**src/rtl/regfile_scoreboard.sv**
```systemverilog
// rtl/regfile_scoreboard.sv - register file with per-register pending-write scoreboard
//
// Purpose: NUM_READ combinational read ports, one synchronous write port with
// optional same-cycle forwarding, and a pending-write counter per register so
// decode can detect RAW hazards directly from rd_busy.
//
// Ports:
//   clk, rst          clock; asynchronous active-high reset
//   rd_addr/rd_data   packed read ports (port k at [k*AW +: AW] / [k*WORD_LEN +: WORD_LEN])
//   rd_busy           per read port: register has an unresolved pending write
//   wr_en, sclr       write enable; sclr writes zero and overrides wr_en
//   wr_addr, wr_data  write address and data
//   rsv_en, rsv_addr  reserve a destination register
//   rsv_ready         rsv_addr can take a reservation this cycle
//   flush             clear every pending counter
//   any_pending       some counter is nonzero
//   err               sticky protocol-error flag, cleared only by rst

module regfile_scoreboard #(
  parameter int WORD_LEN     = 32,
  parameter int WORD_COUNT   = 15,
  parameter int NUM_READ     = 3,
  parameter int MAX_INFLIGHT = 2,
  parameter int BYPASS       = 1,
  parameter int RESET_INDEX  = 1,
  localparam int AW = $clog2(WORD_COUNT),
  localparam int CW = $clog2(MAX_INFLIGHT + 1)
) (
  input  logic                         clk,
  input  logic                         rst,
  input  logic [NUM_READ*AW-1:0]       rd_addr,
  output logic [NUM_READ*WORD_LEN-1:0] rd_data,
  output logic [NUM_READ-1:0]          rd_busy,
  input  logic                         wr_en,
  input  logic                         sclr,
  input  logic [AW-1:0]                wr_addr,
  input  logic [WORD_LEN-1:0]          wr_data,
  input  logic                         rsv_en,
  input  logic [AW-1:0]                rsv_addr,
  output logic                         rsv_ready,
  input  logic                         flush,
  output logic                         any_pending,
  output logic                         err
);

  localparam logic [AW:0]   COUNT_LIMIT = (AW+1)'(WORD_COUNT);
  localparam logic [CW-1:0] CNT_MAX     = CW'(MAX_INFLIGHT);
  localparam logic [CW-1:0] CNT_ONE     = CW'(1);

  logic [WORD_LEN-1:0] regs [0:WORD_COUNT-1];
  logic [CW-1:0]       cnt  [0:WORD_COUNT-1];

  logic                wrEff;
  logic                wrInRange;
  logic                wrValid;
  logic [WORD_LEN-1:0] wrVal;
  logic [AW-1:0]       wrIdx;
  logic                rsvInRange;
  logic [AW-1:0]       rsvIdx;
  logic                rsvOk;
  logic                errSet;

  assign wrEff      = sclr | wr_en;
  assign wrVal      = sclr ? '0 : wr_data;
  assign wrInRange  = {1'b0, wr_addr} < COUNT_LIMIT;
  assign wrValid    = wrEff && wrInRange;
  // Out-of-range addresses are steered to entry 0 so array reads stay in bounds;
  // the in-range flag masks the result.
  assign wrIdx      = wrInRange ? wr_addr : '0;

  assign rsvInRange = {1'b0, rsv_addr} < COUNT_LIMIT;
  assign rsvIdx     = rsvInRange ? rsv_addr : '0;

  // A full counter can still take a reservation when a writeback to the same
  // register retires one entry in this cycle.
  assign rsv_ready  = rsvInRange &&
                      ((cnt[rsvIdx] < CNT_MAX) ||
                       ((cnt[rsvIdx] == CNT_MAX) && wrValid && (wr_addr == rsv_addr)));
  assign rsvOk      = rsv_en && rsv_ready;

  assign errSet = (rsv_en && !rsv_ready) ||
                  (wrEff && !wrInRange) ||
                  (wrValid && (cnt[wrIdx] == '0) && !flush);

  // Read ports
  for (genvar k = 0; k < NUM_READ; k++) begin : gRead
    logic [AW-1:0] addr;
    logic [AW-1:0] idx;
    logic          inRange;
    logic          hit;

    assign addr    = rd_addr[k*AW +: AW];
    assign inRange = {1'b0, addr} < COUNT_LIMIT;
    assign idx     = inRange ? addr : '0;
    assign hit     = (BYPASS != 0) && wrValid && (wr_addr == addr);

    assign rd_data[k*WORD_LEN +: WORD_LEN] = !inRange ? '0 :
                                             hit      ? wrVal : regs[idx];
    // A last outstanding write landing this cycle resolves the hazard early.
    assign rd_busy[k] = inRange && (cnt[idx] != '0) && !(hit && (cnt[idx] == CNT_ONE));
  end

  // Per-register storage and pending counter
  for (genvar i = 0; i < WORD_COUNT; i++) begin : gReg
    logic [WORD_LEN-1:0] regQ;
    logic [CW-1:0]       cntQ;
    logic                rsvHit;
    logic                wrHit;

    assign rsvHit = rsvOk && (rsv_addr == AW'(i));
    assign wrHit  = wrValid && (wr_addr == AW'(i));

    always_ff @(posedge clk or posedge rst) begin
      if (rst) begin
        regQ <= (RESET_INDEX != 0) ? WORD_LEN'(i) : '0;
        cntQ <= '0;
      end else begin
        if (wrHit) begin
          regQ <= wrVal;
        end
        if (flush) begin
          cntQ <= '0;
        end else if (rsvHit && !wrHit) begin
          cntQ <= cntQ + CNT_ONE;
        end else if (wrHit && !rsvHit && (cntQ != '0)) begin
          cntQ <= cntQ - CNT_ONE;
        end
      end
    end

    assign regs[i] = regQ;
    assign cnt[i]  = cntQ;
  end

  always_comb begin
    any_pending = 1'b0;
    for (int i = 0; i < WORD_COUNT; i++) begin
      any_pending = any_pending | (cnt[i] != '0);
    end
  end

  always_ff @(posedge clk or posedge rst) begin
    if (rst) begin
      err <= 1'b0;
    end else if (errSet) begin
      err <= 1'b1;
    end
  end

endmodule

```
**config.mk**
```make
export PLATFORM = sky130hd
export DESIGN_NAME = regfile_scoreboard
export DESIGN_NICKNAME = d
export VERILOG_FILES = /design/src/rtl/regfile_scoreboard.sv
export SDC_FILE = /design/constraint.sdc
export NUM_CORES = 2
export LEC_CHECK = 0
export CAP_MARGIN = 20
export CORE_MARGIN = 4
export CORE_UTILIZATION = 40
export DETAILED_ROUTE_END_ITERATION = 10
export GPL_ROUTABILITY_DRIVEN = 0
export SKIP_CTS_REPAIR_TIMING = 1
export SYNTH_ARGS = -nofsm -noshare
export SYNTH_HDL_FRONTEND = slang
export SYNTH_SLANG_ARGS = --single-unit
```
**constraint.sdc**
```tcl
create_clock -name clk -period 23.5 [get_ports clk]
set_input_delay 3.525 -clock clk [delete_from_list [all_inputs] [get_ports clk]]
set_output_delay 3.525 -clock clk [all_outputs]
set_load 0.05 [all_outputs]
```
After elaboration in Yosys (flattened, before gate mapping). Index checks and enable logic that the tools add are counted.

Output and inout bits: 102. Bits in registers: 511.

Add/subtract/negate cells: 30. Bitwise operators: 20. Reduce and logical (&&, ||, !) cells: 171. Eq/ne operators: 36. Magnitude comparators: 11. Mux-type cells: 81.

Operators with widths (count): $mux W32 (13); $bmux W32 S4 (3); $mux W2 (55); $logic_and A1 B1 Y1 (96); $eq A4 B4 Y1 const B (14); $reduce_bool A3 Y1 (15); $bmux W2 S4 (5); $logic_not A1 Y1 (36); $reduce_bool A2 Y1 (18); $eq A4 B3 Y1 const B (8); $add A2 B1 Y2 const B (15); $sub A2 B1 Y2 const B (15); $ge A5 B5 Y1 const B (5); $not A4 Y5 (5); $lt A4 B4 Y1 const B (5); $mux W4 (5); $eq A4 B2 Y1 const B (4); $eq A4 B4 Y1 (4); $or A1 B1 Y1 (15); $eq A4 B1 Y1 const B (2); $logic_not A4 Y1 (2); $eq A2 B1 Y1 const B (3); $logic_or A1 B1 Y1 (3); $eq A2 B2 Y1 const B (1); other kinds (2) (2).

Depth between registers and ports, before layout.
Depth after elaboration: 19. Gate-level depth with buffers: 11. Gate-level depth less buffers: 7.

Least setup slack after synthesis. Ideal clock, no wire load.

Path kind: input-to-output. Start: input rd_addr[10]. End: output rd_data[83]. Data required time: 19.975 ns. Arrival: 6.142 ns. Stages: 9. Slack: 13.833 ns. Cells stage by stage: clkbuf_1 inv_1 a21oi_1 buf_1 buf_2 nand2_1 a311oi_1 a311oi_1 o32ai_1.

Cells in the longest elaborated chain, start to end: 8. Elaborated cells on any way between the ends: 10. Those cells by class: order compare (1); eq/ne (1); mux (6); bitwise (1); reduce/logical (1).

Ends and longest elaborated chain: from (decl) (line 31) `input logic [NUM_READ*AW-1:0] rd_addr,`; $lt A4 B4 Y1 (line 93) `assign inRange = {1'b0, addr} < COUNT_LIMIT;`; $mux W4 (line 94) `assign idx = inRange ? addr : '0;`; $not A4 Y5 (not written as such) (line 98) `hit ? wrVal : regs[idx];`; $bmux W32 S4 (line 98); $mux W32 (not written as such) (2 in series) (line 98); $mux W32 (line 98); $mux W32 (*) (line 97) `assign rd_data[k*WORD_LEN +: WORD_LEN] = !inRange ? '0 :`; to (decl) (line 32) `output logic [NUM_READ*WORD_LEN-1:0] rd_data,`.

Mark *: on every way between the ends. The rest lies on a longest branch, timed or not. The select of a mux whose other input is x is not followed.

Final worst setup path.
Start: input wr_addr[2]. End: output rd_data[90].

Cells in the longest elaborated chain, start to end: 5. Elaborated cells on any way between the ends: 6. Those cells by class: order compare (1); eq/ne (1); mux (2); reduce/logical (2).

Ends and longest elaborated chain: from (decl) (line 36) `input logic [AW-1:0] wr_addr,`; $lt A4 B4 Y1 (line 65) `assign wrInRange = {1'b0, wr_addr} < COUNT_LIMIT;`; $logic_and A1 B1 Y1 (line 66) `assign wrValid = wrEff && wrInRange;`; $logic_and A1 B1 Y1 (*) (line 95) `assign hit = (BYPASS != 0) && wrValid && (wr_addr == addr);`; $mux W32 (*) (line 98); $mux W32 (*) (line 97).

Mark *: on every way between the ends. The rest lies on a longest branch, timed or not.

==> results.cfg <==
[power_and_ir_drop]
p_per_area_mw_per_mm2 = 77.1
internal_power_mw = 1.90
pwr-share-seq = 0.395
p_switching_mw = 1.04
pwr-share-comb = 0.275
p_total_mw = 2.94
sw_frac_of_total = 0.354
vdd_drop_max_mv = 0.0728
clockPowerShare = 0.330
p_leak_nw = 15.1

[detailed_routing]
dr.pass1.iters = 8
drt_iter0_markers = 4340
ant_nets = 0
routedWlPerCell_um = 29.8
viasPerCell = 6.65
drc = 0
vias = 32475
routed_wirelength_um = 145000

[synth]
async_flop_share = 1.00
synth_top_cell_area_share = 0.354
post_synth.cell_area_avg_um2 = 8.91
synth.net_count = 3891
synth_cell_types = 82
synthCells = 3833
synth_ff_type = dfrtp_1
ys_ff_latch = 511
yosysTopAreaCell = dfrtp_1
syn_area_mm2 = 0.0342
ys_top_cells_by_area = dfrtp_1 35%, mux4_2 12%, o21ai_0 9.3%
ys_warn_count = 0
synth_edf_count = 0
yosysSeqAreaShare = 0.375

[final_layout]
seq_area_mm2 = 0.0128
multiInputGateArea_mm2 = 0.0196
drive_gt1_frac = 0.154
fill_cells = 8148
design_area_mm2 = 0.0382
mostFrequentLayoutCells = 667 x nand2_1, 632 x o21ai_0, 483 x dfrtp_1
area_growth_syn_to_layout_pct = 11.8
final_common_cell = nand2_1
nNetsFinal = 3761

[flow_run]
cap_violations = 0

[timing]
fin_crit_ns = 11.92
min_period_over_period = 0.507
clock-skew-final_ns = 0.00738
whs_ns = 0.501
max_freq_mhz = 83.9
grt_setup_unrepaired = no
max_slew_margin = 0.205
hold_viol_final = 0
tightest_slew_ns = 1.19
setup_tns_ns = 0
report.final.setup_viol = 0
finalMaxSlewViolations = 0

[clock_network]
cts_root_buffer = clkbuf_16
htreeDepth = 2
clockBufferDepth = 3
cts_buffers = 58
cts_tree = yes
clock_sinks = 511
clk_latency_ns = 0.65
path_clk_slew_ns = 0.06

[setup_path]
start_kind = primary input
cp_cell_sequence = clkdlybuf4s50_1 > nand4_1 > and2_2 > nand4_1 > buf_4 > nand2_1 > buf_4 > a21oi_1 > o21ai_0 > o22ai_1 > clkdlybuf4s50_1
crit_required_ns = 19.98
endpoint_kind = output port
slowest_delay_ns = 0.94
path_max_fanout = 49
cp_slowest_cell = clkdlybuf4s50_1
critPathArrivalTime_ns = 8.40
path_class = primary input to output port

[grt]
grt-ovfl-total = 0
grt_pass1_vias = 30987
antenna_found_initial = 7
grt_start_max_net_pins = 154
grt_usage = 0.316
grt_pass1_wl_um = 214000

[die]
placementRows = 106
initial_core_util = 0.406
io_pins = 160
die_w_um = 300
die_h_um = 300
die_area_mm2 = 0.0902
coreArea_mm2 = 0.0842

[placement]
place.port_buffers = 159
dpl_cell_area_mm2 = 0.0362
detailed_place_hpwl_um = 85500

[min_path]
hold_class = register to register

[run_status]
status = complete, no violations
kinds of logic (layout without fill, tap and decap cells):
logic type | count (synthesis) | after routing | synth area share
xor+xnor | 22 | 22 | 0.00564
other cells | 0 | 1 | 0
buf+inv | 466 | 382 | 0.0550
simple gates | 1123 | 1123 | 0.145
flops | 511 | 511 | 0.375
mux | 379 | 379 | 0.180
compound gates | 1332 | 1332 | 0.239
worst max-delay path: cells and delay by family:
kind                   cells  cell delay [ns]
AOI/OAI and AO/OA          3             0.70
and+or+nand+nor            4             1.27
buffers and inverters      4             2.85
cell type report:
cell class,instances,area share
diodes,1,0.0000655
clock buffers,81,0.0445
clock inverters,25,0.00777
inverters,35,0.00364
multi-input cells,2856,0.513
flip-flops and latches,511,0.336
well taps,1134,0.0372
repair buffers,241,0.0577
registers in the layout, indices dropped and copies added, names as in the netlist:
signal / count
gReg.cntQ: 30
err: 1
gReg.regQ: 480
routing by layer:
layer  vias up  global-route usage  routed length, um
met2      2228               0.473              61900
met4         8               0.146               8140
li1      13838                   -                  -
met1     15908               0.429              57000
met5         -                   0                 57
met3       493              0.0851              18300
worst paths after layout:
check                                  from               end  slack [ns]  cells after the start
max in group asynchronous               rst  gReg[11].cntQ[0]       17.63                      4
setup / recovery                 wr_addr[2]       rd_data[90]       11.58                     11
hold reg to reg            gReg[13].regQ[3]  gReg[13].regQ[3]        0.50                      2
setup reg to reg            gReg[5].cntQ[0]               err       20.90                      7
min in group asynchronous               rst   gReg[9].regQ[2]        3.49                      2
hold / removal             gReg[13].regQ[3]  gReg[13].regQ[3]        0.50                      2
cells in the mapped netlist, types with 6 or more instances:
library cell,instances
a211o_1,13
nor2_1,127
a222oi_1,23
o211ai_1,24
mux2_2,102
or2_2,6
xor2_1,6
nand4_1,8
inv_1,35
and3_1,17
or3_1,11
dfstp_2,28
and2_1,40
buf_4,9
a311oi_1,37
o32ai_1,12
o311ai_0,9
a22oi_1,9
nand3b_1,7
nand3_1,34
mux2i_1,96
o22ai_1,97
a21oi_1,187
clkbuf_1,335
a21o_1,7
dfrtp_1,483
a221oi_1,89
a31oi_1,13
nand2b_1,65
a211oi_1,126
nor2b_1,46
nand2_1,689
buf_1,29
buf_2,53
mux4_2,178
o31ai_1,9
xnor2_1,16
o21a_1,10
o21ai_0,632
nor3_1,45
power by group through the flow:
| stage | Sequential (mW) | Combinational [mW] | Clock (mW) |
|---|---|---|---|
| 5_1_grt | 1.18 | 0.868 | 1.01 |
| 6_report | 1.16 | 0.810 | 0.972 |
| 3_3_place_gp | 1.17 | 0.783 | 0 |
| 3_5_place_dp | 1.17 | 0.793 | 0 |
| 2_1_floorplan | 1.12 | 0.565 | 0 |
| 4_1_cts | 1.16 | 0.796 | 0.981 |
stage by stage:
step,cells,util,setup slack [ns]
6_report,4884,0.453,11.58
5_1_grt,4883,0.453,11.51
2_1_floorplan,3833,-,5.75
3_5_place_dp,4776,0.430,11.82
4_1_cts,4882,0.453,11.82
3_3_place_gp,4775,0.429,11.83
(Power assumes the default switching activity.)
